## src/rtl/multdiv_iterative_unit.sv

```systemverilog
// -----------------------------------------------------------------------------
// multdiv_iterative_unit
//
// Iterative signed multiply/divide stage that sits right after the execute-stage
// ALU. A request (mult_signal or div_signal) is taken only while idle. The unit
// then works one bit per clock on operand magnitudes and applies the result sign
// at the end. The pipeline is held with stall until the result is ready.
//
// Multiply : radix-2 shift-add into a 2*DATA_WIDTH accumulator. The result is
//            the low word. The exception flag is set when the full signed
//            product does not fit in DATA_WIDTH bits.
// Divide   : restoring division. The quotient truncates toward zero and the
//            remainder is dropped. The exception flag is set on divide-by-zero
//            (result 0) and on MIN / -1 (result MIN).
//
// Optional build macro:
//   MULTDIV_EARLY_TERM_EN - a multiply finishes as soon as the multiplier bits
//                           not yet consumed are all zero.
//
// Ports:
//   clock          in   rising-edge clock
//   reset          in   asynchronous, active-high reset
//   data_operandA  in   multiplicand / dividend (signed)
//   data_operandB  in   multiplier / divisor (signed)
//   mult_signal    in   multiply request (wins over div_signal)
//   div_signal     in   divide request
//   data_result    out  product low word or quotient, held until next completion
//   data_exception out  overflow / divide-by-zero of the last completed op
//   data_resultRDY out  one-cycle completion pulse
//   stall          out  pipeline freeze request
// -----------------------------------------------------------------------------
module multdiv_iterative_unit #(
  parameter int DATA_WIDTH = 32,
  parameter int CNT_WIDTH  = 5
) (
  input  logic                  clock,
  input  logic                  reset,
  input  logic [DATA_WIDTH-1:0] data_operandA,
  input  logic [DATA_WIDTH-1:0] data_operandB,
  input  logic                  mult_signal,
  input  logic                  div_signal,
  output logic [DATA_WIDTH-1:0] data_result,
  output logic                  data_exception,
  output logic                  data_resultRDY,
  output logic                  stall
);

  localparam int DW = DATA_WIDTH;
  localparam int PW = 2 * DATA_WIDTH;

  typedef enum logic [1:0] {IDLE, MULT, DIV, DONE} state_t;

  state_t state, state_next;

  logic [CNT_WIDTH-1:0] counter;
  logic                 neg_result;
  logic                 div_zero;

  // multiply working registers
  logic [PW-1:0] mcand;
  logic [PW-1:0] acc;
  logic [DW-1:0] mplier;

  // divide working registers
  logic [DW-1:0] mag_b;
  logic [DW-1:0] rem;
  logic [DW-1:0] quo;

  // combinational helpers
  logic [DW-1:0] abs_a, abs_b;
  logic          last_iter;
  logic          mult_finish;
  logic [PW-1:0] acc_step;
  logic [PW-1:0] prod_signed;
  logic          mult_exc;
  logic [DW:0]   rem_sh;
  logic [DW:0]   div_ext;
  logic          fits;
  logic [DW-1:0] rem_step;
  logic [DW-1:0] quo_step;
  logic [DW-1:0] quo_signed;
  logic          div_exc;

  // Operand magnitudes and the arithmetic of one iteration. The final-value
  // logic looks at the values after the current iteration, so that the result
  // registers can be loaded on the same edge that enters DONE. The magnitude
  // of the most negative value stays correct when read as unsigned.
  always_comb begin
    abs_a = data_operandA[DW-1] ? -data_operandA : data_operandA;
    abs_b = data_operandB[DW-1] ? -data_operandB : data_operandB;

    last_iter = (counter == CNT_WIDTH'(DW - 1));

    acc_step    = acc + (mplier[0] ? mcand : '0);
    prod_signed = neg_result ? -acc_step : acc_step;
    mult_exc    = (prod_signed[PW-1:DW] != {DW{prod_signed[DW-1]}});

`ifdef MULTDIV_EARLY_TERM_EN
    mult_finish = last_iter || (mplier[DW-1:1] == '0);
`else
    mult_finish = last_iter;
`endif

    rem_sh     = {rem, quo[DW-1]};
    div_ext    = {1'b0, mag_b};
    fits       = (rem_sh >= div_ext);
    rem_step   = fits ? DW'(rem_sh - div_ext) : rem_sh[DW-1:0];
    quo_step   = {quo[DW-2:0], fits};
    quo_signed = neg_result ? -quo_step : quo_step;
    // A positive quotient with its top bit set can only come from MIN / -1.
    div_exc    = !neg_result && quo_step[DW-1];
  end

  // State register. An asynchronous reset drops any operation in progress.
  always_ff @(posedge clock or posedge reset) begin
    if (reset) begin
      state <= IDLE;
    end else begin
      state <= state_next;
    end
  end

  // Next-state logic and the handshake outputs. In IDLE, stall follows the
  // request inputs directly, so the pipeline freezes in the request cycle.
  // Reset masks stall because the raw request inputs may still be high then.
  always_comb begin
    state_next     = state;
    stall          = 1'b0;
    data_resultRDY = 1'b0;
    case (state)
      IDLE: begin
        stall = (mult_signal || div_signal) && !reset;
        if (mult_signal) begin
          state_next = MULT;
        end else if (div_signal) begin
          state_next = DIV;
        end
      end
      MULT: begin
        stall = 1'b1;
        if (mult_finish) begin
          state_next = DONE;
        end
      end
      DIV: begin
        stall = 1'b1;
        if (div_zero || last_iter) begin
          state_next = DONE;
        end
      end
      DONE: begin
        data_resultRDY = 1'b1;
        state_next     = IDLE;
      end
      default: begin
        state_next = IDLE;
      end
    endcase
  end

  // Datapath. A request in IDLE latches the magnitudes and the result sign.
  // MULT and DIV advance one bit per edge. The result and exception registers
  // change only on the edge that moves into DONE, so they keep their values
  // between completions.
  always_ff @(posedge clock or posedge reset) begin
    if (reset) begin
      counter        <= '0;
      neg_result     <= 1'b0;
      div_zero       <= 1'b0;
      mcand          <= '0;
      acc            <= '0;
      mplier         <= '0;
      mag_b          <= '0;
      rem            <= '0;
      quo            <= '0;
      data_result    <= '0;
      data_exception <= 1'b0;
    end else begin
      case (state)
        IDLE: begin
          if (mult_signal || div_signal) begin
            counter    <= '0;
            neg_result <= data_operandA[DW-1] ^ data_operandB[DW-1];
            div_zero   <= !mult_signal && (data_operandB == '0);
            mcand      <= {{DW{1'b0}}, abs_a};
            acc        <= '0;
            mplier     <= abs_b;
            mag_b      <= abs_b;
            rem        <= '0;
            quo        <= abs_a;
          end
        end
        MULT: begin
          acc     <= acc_step;
          mcand   <= mcand << 1;
          mplier  <= mplier >> 1;
          counter <= counter + CNT_WIDTH'(1);
          if (mult_finish) begin
            data_result    <= prod_signed[DW-1:0];
            data_exception <= mult_exc;
          end
        end
        DIV: begin
          if (div_zero) begin
            data_result    <= '0;
            data_exception <= 1'b1;
          end else begin
            rem     <= rem_step;
            quo     <= quo_step;
            counter <= counter + CNT_WIDTH'(1);
            if (last_iter) begin
              data_result    <= quo_signed;
              data_exception <= div_exc;
            end
          end
        end
        default: begin
        end
      endcase
    end
  end

endmodule

```

## config.mk

```make
export PLATFORM = sky130hd
export DESIGN_NAME = multdiv_iterative_unit
export DESIGN_NICKNAME = d
export VERILOG_FILES = /design/src/rtl/multdiv_iterative_unit.sv
export SDC_FILE = /design/constraint.sdc
export NUM_CORES = 1
export LEC_CHECK = 0
export ABC_AREA = 0
export BUFFER_PORTS_ARGS = -buffer_cell sky130_fd_sc_hd__buf_2
export CORE_MARGIN = 2
export CORE_UTILIZATION = 30
export DETAILED_ROUTE_END_ITERATION = 7
export SLEW_MARGIN = 5
export SYNTH_ARGS = -nofsm -noshare
export SYNTH_HDL_FRONTEND = slang
export SYNTH_SLANG_ARGS = --single-unit
```

## constraint.sdc

```tcl
create_clock -name clock -period 25.5 [get_ports clock]
set_clock_uncertainty 0.1 [all_clocks]
set_input_delay 2.55 -clock clock [delete_from_list [all_inputs] [get_ports clock]]
set_output_delay 2.55 -clock clock [all_outputs]
set_load 0.05 [all_outputs]
```

-- After elaboration in Yosys (flattened, before gate mapping)
Index checks and enable logic that the tools add are counted.
- $add $sub $neg: 7
- order comparisons: 1
- eq/ne operators: 11
- muxes and demuxes: 36
- bitwise operators: 1
- reductions and logical operators: 21
- operator list (operator ; number):
    2-to-1 mux 32 bit ; 12
    2-to-1 mux 64 bit ; 4
    case mux 32 bit (2 select lines) ; 4
    case mux 64 bit (2 select lines) ; 2
    negation 32 bit ; 3
    adder 64 bit ; 1
    negation 64 bit ; 1
    >= comparator 33 x 32 -> 1 bit ; 1
    logical NOT 32 bit ; 1
    inequality test 32 bit ; 1
    subtractor 32 bit ; 1
    case mux 5 bit (3 select lines) ; 1
    AND reduction 3 bit ; 4
    2-to-1 mux 5 bit ; 2
    2-to-1 mux 2 bit ; 4
    inequality test 2 bit, second input constant ; 4
    case mux 2 bit (4 select lines) ; 1
    inequality test 3 bit, second input constant ; 2
    nonzero test 2 bit ; 3
    adder 5 x 1 -> 5 bit, second input constant ; 1
    equality test 5 bit, second input constant ; 1
    equality test 2 bit, second input constant ; 2
    2-to-1 mux 1 bit ; 4
    case mux 1 bit (2 select lines) ; 2
    9 further kinds ; 15
- register bits after elaboration: 298
- bits of input ports: 68
- word-level logic and storage cells: 89

-- Logic depth before layout (Yosys ltp)
Gate-level depths: netlist of the first run.
- word-level depth: 7
- gate-level depth with buffers: 24
- gate-level depth less buffers: 23

-- Worst setup path before layout of the first run
Ideal clock, no wire load.
- path kind: input to output
- from: input port mult_signal
- to: output port stall
- arrival: 3.637 ns
- path slack: 19.213 ns
- stages: 5
- buffers on the path: 1
- path through: o21ai_1 > clkbuf_1 > nor2_1 > nor2_1 > nor2_1
- longest elaborated chain between the ends: 3
- ends and longest elaborated chain (element ; RTL line ; text):
    start, declared ; 40 ; input logic mult_signal,
    logical OR 1 bit ; 132 ; stall = (mult_signal || div_signal) && !reset;
    logical AND 1 bit ; 132 ;
    case mux 1 bit (2 select lines) ; 130 ; case (state)
    end, declared ; 45 ; output logic stall
Every way passes these cells.

-- Final worst setup path of the first run
- from: register mag_b[1]
- to: register data_result[26]
- longest elaborated chain between the ends: 6
- ends and longest elaborated chain (element ; RTL line ; text):
    start, declared ; 65 ; logic [DW-1:0] mag_b;
    start signal, assigned ; 188 ; mag_b <= abs_b;
    >= comparator 33 x 32 -> 1 bit ; 106 ; fits = (rem_sh >= div_ext);
    negation 32 bit ; 109 ; quo_signed = neg_result ? -quo_step : quo_step;
    2-to-1 mux 32 bit ; 109 ;
    2-to-1 mux 32 bit ; 211 ; if (last_iter) begin
    2-to-1 mux 32 bit ; 204 ; if (div_zero) begin
    case mux 32 bit (2 select lines) ; 179 ; case (state)
    end signal, assigned ; 199 ; data_result <= prod_signed[DW-1:0];
    end signal, assigned ; 212 ; data_result <= quo_signed;
    end, declared ; 42 ; output logic [DATA_WIDTH-1:0] data_result,
Every way passes these cells. The select of a mux whose other input is x is not followed.
A chain may end at the register's enable or synchronous reset.

==> metrics.yaml, run 1 <==
status: "finished clean"
hold_slack_ns: 0.377
drcViolationCount: 0
overflow: 0
max_freq_ghz: 0.139
worstSetupPathType: "register to register"
min_period_over_period: 0.282
startpoint_type: "register"
fin_area_um2: 25400
synthFlopType: "dfrtp_1"
die_w_um: 279
syn_nets: 2939
initial_utilization: 0.303
p_clk_frac: 0.200
post_cts_buffers: 0
viasPerCell: 5.42
cts.path.max_buffers: 3
tns_ns: 0
cell_internal_pwr_mw: 1.53
p_comb_frac: 0.545
cts_inserted_buffers: 38
cp_slowest_stage_delay_ns: 0.79
post-route-min-period_ns: 7.19
r2r_slack_ns: 18.31
antenna_cells: 0
synth_edf_count: 0
area_growth_pct: 12.1
grtUsageTotal: 0.178
ctsRootBufferMaster: "clkbuf_16"
synth_top_area_share: 0.330
place_area_um2: 24000
yosysMostFrequentCell: "nand2_1"
cp_data_required_time_ns: 25.88
fin_nets: 2949
setup_viol: 0
power_mw: 2.93
grt_use_met3: 0.0254
netlist_instances: 2763
placed_cells: 3702
utilization: 0.340
gp_congestion: 0.931
ys_warn_count: 0
max-cap-violations: 0
hold_violations: 0
io_pins: 103
switching_share: 0.479
grt_pass1_wl_mm: 112
layout_setup_ws_ns: 18.31
power.density_nw_per_um2: 116
worst_pin_slew_ns: 1.19
antenna_found_initial: 2
core_area_um2: 74600
clk_latency_ns: 0.59
first_pass_iters: 5
ir_drop_mv: 0.111
yosysTopAreaCell: "dfrtp_1"
grt_use_met1: 0.256
dp_slack_ns: 18.48
synthTopCellsByArea: "dfrtp_1 (33%), o21ai_0 (7.1%), nand2_1 (6.0%)"
synthArstFlopShare: 1.00
path_max_fanout: 31
cpMaxStageDelayCell: "o41ai_1"
crit_arrival_ns: 7.57
hp-class: "register to register"
synth.cell_area_um2: 22600
grt_util_met2: 0.281
power_frac_seq: 0.255
ant_nets: 0
p_sw_mw: 1.40
drt_first_iter_violations: 1694
gr-max-usage-layer: "met2"
drt_wl_total_mm: 70.5
fp.dieH_um: 279
cts_max_level: 2
grt_pass1_vias: 19400
wire_per_inst_um: 18.7
rsz0062_at_grt: "false"
dpl.hpwl_mm: 51.6
grt_max_degree: 162
port_buffers: 102
clock-sinks: 298
row_count: 100
ys_seq_area_frac: 0.330
end_kind: "register"
ys_types: 98
num_vias: 20400
drv_slew: 0
cts.hold.buffers_added: 0
cts_tree: "done"
power.static_leakage_nw: 11.2
synthTopCellsByCount: "nand2_1 (364), o21ai_0 (322), dfrtp_1 (298)"
clk_pin_slew_worst_paths_ns: 0.06
dieArea_um2: 77600
post_cts_resized: 0
cp_cell_sequence: "inv_1 > ha_1 > nor2b_1 > o21ai_0 > a21boi_0 > o21a_1 > o21ai_0 > a21oi_1 > o31ai_1 > a2111oi_0 > o41ai_1 > o41ai_1 > and2_2 > inv_1 > ha_1 > nand2b_1 > or3_1 > or3_1 > nand2b_1 > o41ai_1 > xnor2_1 > a21oi_1 > o21ai_0"
syn_area_per_cell_um2: 8.19
slew_headroom: 0.185
drive_gt1_frac: 0.0878
fin_cells: 3770
ys_seq_elements: 298
==> cell families after synthesis <==
family                   count (synthesis)  share of synthesized area
multiplexers                            72                     0.0320
XOR/XNOR                               200                     0.0774
flip-flops                             298                      0.330
buffers and inverters                  230                     0.0388
adder cells (fa/ha/maj)                108                     0.0604
AND/OR/NAND/NOR                        945                      0.203
AO/OA/AOI/OAI                          910                      0.259
==> registers in the layout, summed over array words and instances (netlist names) <==
| name | count |
|---|---|
| div_zero | 1 |
| data_result | 32 |
| counter | 5 |
| mag_b | 32 |
| data_exception | 1 |
| rem | 32 |
| state | 2 |
| mplier | 32 |
| acc | 64 |
| mcand | 64 |
| quo | 32 |
| neg_result | 1 |
==> worst max-delay path: cells and delay by family, from the launching register on <==
| family | cells | cell delay (ns) |
|---|---|---|
| compound gates | 12 | 3.24 |
| simple gates | 6 | 1.91 |
| buf+inv | 2 | 0.67 |
| fa+ha+maj | 2 | 0.60 |
| flops | 1 | 0.39 |
| xor+xnor | 1 | 0.17 |
==> power by group through the flow <==
stage	Sequential, mW	Combinational [mW]	Clock (mW)
finish	0.748	1.60	0.586
detailed placement	0.753	1.58	0
CTS	0.746	1.59	0.601
global placement	0.751	1.57	0
floorplan	0.696	1.22	0
global route	0.768	1.78	0.618
==> layout by cell type, fill, tap and decap left out, types with 14 or more instances in the layout <==
cell,Yosys,routed
o41ai_1,27,27
o21a_1,14,14
o211ai_1,14,14
nand3_1,47,47
a21o_1,51,51
buf_4,0,20
clkbuf_16,0,38
xnor2_1,107,107
ha_1,106,104
nor4_1,22,22
nor3_1,46,46
o21ai_0,322,322
inv_1,76,75
dfrtp_1,298,297
o31ai_1,39,39
buf_2,5,102
nor2_1,181,181
and2_1,86,84
or3_1,32,32
a22o_1,80,80
nand4_1,32,32
nand2_1,364,364
o21ai_1,17,15
or4_1,24,24
a211oi_1,16,16
a21oi_1,205,205
nand2b_1,24,24
mux2i_1,70,70
xor2_1,93,93
==> area by class of cell <==
class	count	area, um2
Clock buffer	52	1060
Clock inverter	16	287
Multi-Input combinational cell	2235	14400
Inverter	77	297
Timing Repair Buffer	123	681
Tap cell	969	1210
Fill cell	7883	49200
Sequential cell	298	7460
==> layer usage <==
metal,vias up,wire (um)
met1,9789,33800
met5,-,16
met2,506,31500
met4,2,1460
met3,79,3710
li1,10000,-
==> final timing paths <==
kind	start	depth (start not counted)	endpoint
hold reg to reg	data_result[25]	2	data_result[25]
hold / removal	data_result[25]	2	data_result[25]
setup reg to reg	mag_b[1]	23	data_result[26]
min in group asynchronous	reset	2	state[0]
setup / recovery	mag_b[1]	23	data_result[26]
max in group asynchronous	reset	3	acc[50]
(Power assumes the default switching activity.)
==> run 2: changes to the inputs <==
--- a/config.mk
+++ b/config.mk
@@ -5,7 +5,7 @@
 export SDC_FILE = /design/constraint.sdc
 export NUM_CORES = 1
 export LEC_CHECK = 0
-export ABC_AREA = 0
+export ABC_AREA = 1
 export BUFFER_PORTS_ARGS = -buffer_cell sky130_fd_sc_hd__buf_2
 export CORE_MARGIN = 2
 export CORE_UTILIZATION = 30
==> constraint.sdc (replaced) <==
create_clock -name clock -period 6 [get_ports clock]
set_clock_uncertainty 0.1 [all_clocks]
set_input_delay 0.6 -clock clock [delete_from_list [all_inputs] [get_ports clock]]
set_output_delay 0.6 -clock clock [all_outputs]
set_load 0.05 [all_outputs]
==> run 2 against run 1 <==
Worst setup slack worse by 18 ns; flip-flop and latch count stayed put; combinational power grew to 6.1 times the previous value; largest cell class unchanged; sequential power grew to 4.5 times the previous value; register-to-register slack worse by 18 ns; critical endpoint is now data_result[28]; hold slack worse by 0.29 ns.
==> metrics.yaml, run 2 <==
io_pins: 103
viasPerCell: 4.96
netlist_instances: 4251
path_max_fanout: 5
core_area_um2: 85500
port_buffers: 102
yosysTopAreaCell: "dfrtp_1"
initial_utilization: 0.304
hp-class: "input pin to async pin"
synthArstFlopShare: 1.00
cp_data_required_time_ns: 6.38
ant_nets: 0
worstSetupPathType: "register to register"
cpMaxStageDelayCell: "dfrtp_1"
overflow: 0
r2r-start: "rem[1]"
max_freq_ghz: 0.187
setup_viol: 0
fin_cells: 5474
critPathTopFamily: "simple AND/OR/NAND/NOR gates"
num_vias: 27200
grtUsageTotal: 0.203
crit_arrival_ns: 5.73
die_w_um: 298
drt_wl_total_mm: 92.1
status: "finished clean"
ys_warn_count: 0
cts.path.max_buffers: 3
drt_first_iter_violations: 2425
top_regs: "acc x64, mcand x64"
min_period_over_period: 0.892
clk_latency_ns: 0.61
cts_tree: "done"
synthFlopType: "dfrtp_1"
worst_pin_slew_ns: 1.04
grt_pass1_vias: 25400
post-route-min-period_ns: 5.35
first_pass_iters: 6
cp_slowest_stage_delay_ns: 0.39
ir_drop_mv: 0.260
p_sw_mw: 8.43
synth_edf_count: 0
cts_max_level: 2
row_count: 107
power.density_nw_per_um2: 533
end_kind: "register"
grt_pass1_wl_mm: 143
clk_pin_slew_worst_paths_ns: 0.05
final_common_cell: "nand2_1"
crit_buf_inv: 6
slew_headroom: 0.309
dpl.hpwl_mm: 71.7
drv_slew: 0
drcViolationCount: 0
startpoint: "rem[1]"
synthTopCellsByCount: "nand2_1 (1,429), inv_1 (651), o21ai_0 (359)"
max-cap-violations: 0
drive_gt1_frac: 0.0871
placed_cells: 5400
ys_types: 55
fin_nets: 4475
layout_common_cells: "nand2_1 (1,426), inv_1 (649), o21ai_0 (359), nor2_1 (300), dfrtp_1 (296)"
fp.dieH_um: 298
wire_per_inst_um: 16.8
cts_inserted_buffers: 40
ys_seq_area_frac: 0.287
synth_top_area_share: 0.287
syn_nets: 4427
p_comb_frac: 0.625
switching_share: 0.543
grt_max_degree: 163
ys_seq_elements: 298
cell_internal_pwr_mw: 7.10
crit_path_frequent_cell: "nand2_1"
clock-sinks: 298
layout_setup_ws_ns: 0.646
dp_slack_ns: 0.439
startpoint_type: "register"
synth.cell_area_um2: 26000
antenna_found_initial: 11
syn_area_per_cell_um2: 6.12
ctsRootBufferMaster: "clkbuf_16"
power_frac_seq: 0.216
dieArea_um2: 89000
fill_cells: 9490
hold_violations: 0
yosysMostFrequentCell: "nand2_1"
area_growth_pct: 12.0
p_clk_frac: 0.159
gp_congestion: 0.991
synthTopCellsByArea: "dfrtp_1 (29%), nand2_1 (21%), inv_1 (9.4%)"
power.static_leakage_nw: 15.6
## run 2: cell count changes after synthesis, moves of 39 or more
cell / change
and2_1: -83
xnor2_1: -77
mux2i_1: -70
nand3_1: +206
xor2_1: -39
a21o_1: -46
nand2_1: +1065
nor2_1: +123
inv_1: +575
nand2_2: +46
a22o_1: -80
## run 2: cell families (layout without fill, tap and decap cells)
kind of cell,after synthesis,after routing,synth area share
other,0,3,0
AO/OA/AOI/OAI,726,726,0.153
adder cells (fa/ha/maj),108,108,0.0526
buffers and inverters,805,881,0.117
flip-flops,298,298,0.287
AND/OR/NAND/NOR,2230,2230,0.362
XOR/XNOR,84,84,0.0283
## run 2: final timing paths
check | endpoint | slack [ns] | depth (start not counted)
min in group clock | mplier[0] | 0.18 | 3
setup reg to reg | data_result[28] | 0.65 | 38
setup / recovery | data_result[28] | 0.65 | 38
hold / removal | counter[0] | 0.08 | 2
hold reg to reg | data_result[25] | 0.38 | 2
max in group asynchronous | neg_result | 4.42 | 3
## run 2: what timing repair did
action | 4_1_cts | 5_1_grt
resized for setup | 0 | 7
endpoints found under the setup margin | 0 | 4
hold buffers | 0 | 0
setup buffers | 0 | 1
## run 2: final cells by class
type	count	area, um2	area share
antenna	3	7.51	0.000258
clock buffer	56	1120	0.0385
clock inverter	14	221	0.00761
inverter	683	2580	0.0885
multi-input combinational	3148	15600	0.535
sequential	298	7460	0.256
tap	1144	1430	0.0492
timing repair buffer	128	718	0.0247
## run 2: power groups by stage
| stage | sequential [mW] | combinational, mW | clock, mW |
|---|---|---|---|
| finish | 3.36 | 9.70 | 2.47 |
| global route | 3.45 | 10.9 | 2.60 |
| CTS | 3.34 | 9.60 | 2.53 |
| detailed placement | 3.37 | 9.56 | 0 |
| global placement | 3.36 | 9.48 | 0 |
| floorplan | 3.50 | 6.76 | 0 |
## run 2: metrics by stage
stage | cell area, um2 | power [mW] | hold slack (ns) | TNS (ns) | utilization
finish | 29100 | 15.5 | 0.0823 | 0 | 0.340
global route | 29100 | 16.9 | 0.110 | -0.00536 | 0.340
CTS | 29100 | 15.5 | 0.0892 | 0 | 0.340
detailed placement | 27700 | 12.9 | 0.366 | 0 | 0.324
global placement | 27700 | 12.8 | 0.362 | 0 | 0.324
floorplan | 26000 | 10.3 | 0.344 | 0 | -
## run 2: metal layers
| metal | part of all wire | vias up | GRT usage |
|---|---|---|---|
| li1 | - | 13600 | - |
| met5 | 0.00098 | - | 0 |
| met4 | 0.039 | 14 | 0.0757 |
| met1 | 0.46 | 12500 | 0.284 |
| met2 | 0.43 | 845 | 0.319 |
| met3 | 0.067 | 181 | 0.0274 |
==> run 3: changes to the inputs <==
--- a/config.mk
+++ b/config.mk
@@ -7,9 +7,12 @@
 export LEC_CHECK = 0
 export ABC_AREA = 1
 export BUFFER_PORTS_ARGS = -buffer_cell sky130_fd_sc_hd__buf_2
+export CELL_PAD_IN_SITES_DETAIL_PLACEMENT = 1
+export CELL_PAD_IN_SITES_GLOBAL_PLACEMENT = 1
 export CORE_MARGIN = 2
 export CORE_UTILIZATION = 30
 export DETAILED_ROUTE_END_ITERATION = 7
+export PLACE_DENSITY_LB_ADDON = 0.1
 export SLEW_MARGIN = 5
 export SYNTH_ARGS = -nofsm -noshare
 export SYNTH_HDL_FRONTEND = slang
==> run 3 against run 2 <==
Sequential power rose by 3%; design area hardly changed; critical endpoint unchanged; critical path type unchanged; global-route usage grew 4.2 points.
==> metrics.yaml, run 3 (synthesized netlist as in run 2, its figures left out) <==
tns_ns: 0
wire_per_inst_um: 20.1
power_frac_seq: 0.216
drt_wl_total_mm: 110
power.density_nw_per_um2: 550
power.static_leakage_nw: 15.6
drt_first_iter_violations: 1774
cpMaxStageDelayCell: "dfrtp_1"
cell_internal_pwr_mw: 7.01
cp_slowest_stage_delay_ns: 0.40
first_pass_iters: 5
worst_pin_slew_ns: 1.14
switching_share: 0.562
io_pins: 103
fin_nets: 4475
startpoint_type: "register"
drive_gt1_frac: 0.0882
hp-class: "input pin to register"
hold_slack_ns: 0.216
p_clk_frac: 0.151
utilization: 0.340
placed_cells: 5397
viasPerCell: 4.98
cp_data_required_time_ns: 6.46
grtUsageTotal: 0.245
status: "finished clean"
min_period_over_period: 0.888
drv_slew: 0
dieArea_um2: 89000
ir_drop_mv: 0.281
endpoint: "data_result[28]"
cts_tree: "done"
grt_pass1_wl_mm: 168
rsz0062_at_grt: "false"
max-cap-violations: 0
worstSetupPathType: "register to register"
area_growth_pct: 12.0
drcViolationCount: 0
row_count: 107
rr_endpoint: "data_result[28]"
cts_inserted_buffers: 40
grt_max_degree: 133
fp.dieH_um: 298
startpoint: "rem[1]"
final_common_cell: "nand2_1"
post-route-min-period_ns: 5.33
layout_common_cells: "nand2_1 (1,425), inv_1 (649), o21ai_0 (359), nor2_1 (300), dfrtp_1 (296)"
crit_path_frequent_cell: "nand2_1"
antenna_found_initial: 1
port_buffers: 102
fin_cells: 5474
r2r_slack_ns: 0.67
dpl.hpwl_mm: 88.5
r2r_cells: 38
crit_arrival_ns: 5.79
r2r-start: "rem[1]"
p_sw_mw: 8.99
ctsRootBufferMaster: "clkbuf_16"
num_vias: 27200
top_regs: "acc x64, mcand x64"
cts.path.max_buffers: 3
max_freq_ghz: 0.188
core_area_um2: 85500
min_from: "data_operandB[0]"
p_comb_frac: 0.632
clk_pin_slew_worst_paths_ns: 0.06
ant_nets: 0
cts_max_level: 2
end_kind: "register"
setup_viol: 0
overflow: 0
slew_headroom: 0.236
initial_utilization: 0.304
clk_latency_ns: 0.62
path_max_fanout: 5
die_w_um: 298
clock-sinks: 298
hold_violations: 0
grt_pass1_vias: 27000
gp_congestion: 0.965
antenna_cells: 0
-- run 3: layer usage --
layer | GRT usage | vias up | routed length, um
li1 | - | 13600 | -
met4 | 0.0590 | 0 | 2530
met5 | 0 | - | 0
met2 | 0.387 | 500 | 48300
met1 | 0.356 | 13100 | 54900
met3 | 0.0250 | 104 | 4280
-- run 3: worst min path at each step --
stage	to	slack [ns]	cells after the start
floorplan	mplier[29]	0.34	2
global placement	mplier[29]	0.36	2
detailed placement	mplier[29]	0.37	2
CTS	mplier[0]	0.17	3
global route	mplier[0]	0.20	3
finish	mplier[0]	0.22	3
-- run 3: critical path: cells and delay by family (launching register included) --
family	cells	cell delay, ns
compound gates	9	1.44
buf+inv	6	0.41
fa+ha+maj	2	0.50
simple gates	21	2.44
flops	1	0.40
-- run 3: final cells by class --
type / count / area [um2]
Clock buffer: 56 / 1150
Clock inverter: 17 / 148
Fill cell: 11200 / 56400
Inverter: 683 / 2580
Multi-Input combinational cell: 3148 / 15600
Sequential cell: 298 / 7460
Tap cell: 1144 / 1430
Timing Repair Buffer: 128 / 758
-- run 3: power by group through the flow --
stage | Clock, mW | Combinational [mW] | Sequential, mW
final | 2.42 | 10.1 | 3.46
after global routing | 2.58 | 11.3 | 3.55
after detailed placement | 0 | 10.0 | 3.47
after floorplan | 0 | 6.76 | 3.50
after CTS | 2.51 | 10.1 | 3.44
after global placement | 0 | 9.97 | 3.47
-- run 3: repair_timing --
action / 4_1_cts / 5_1_grt
hold buffers: 1 / 0
gates resized for setup: 0 / 8
hold endpoints to repair: 6 / 0
setup endpoints to repair: 0 / 4
setup buffers: 0 / 3
-- run 3: through the flow --
stage	worst slack [ns]	power [mW]	cell area (um2)
after floorplan	1.14	10.3	26000
after global placement	0.451	13.4	27700
after detailed placement	0.337	13.5	27700
after CTS	0.314	16.0	29100
after global routing	0.00408	17.5	29100
final	0.669	16.0	29100
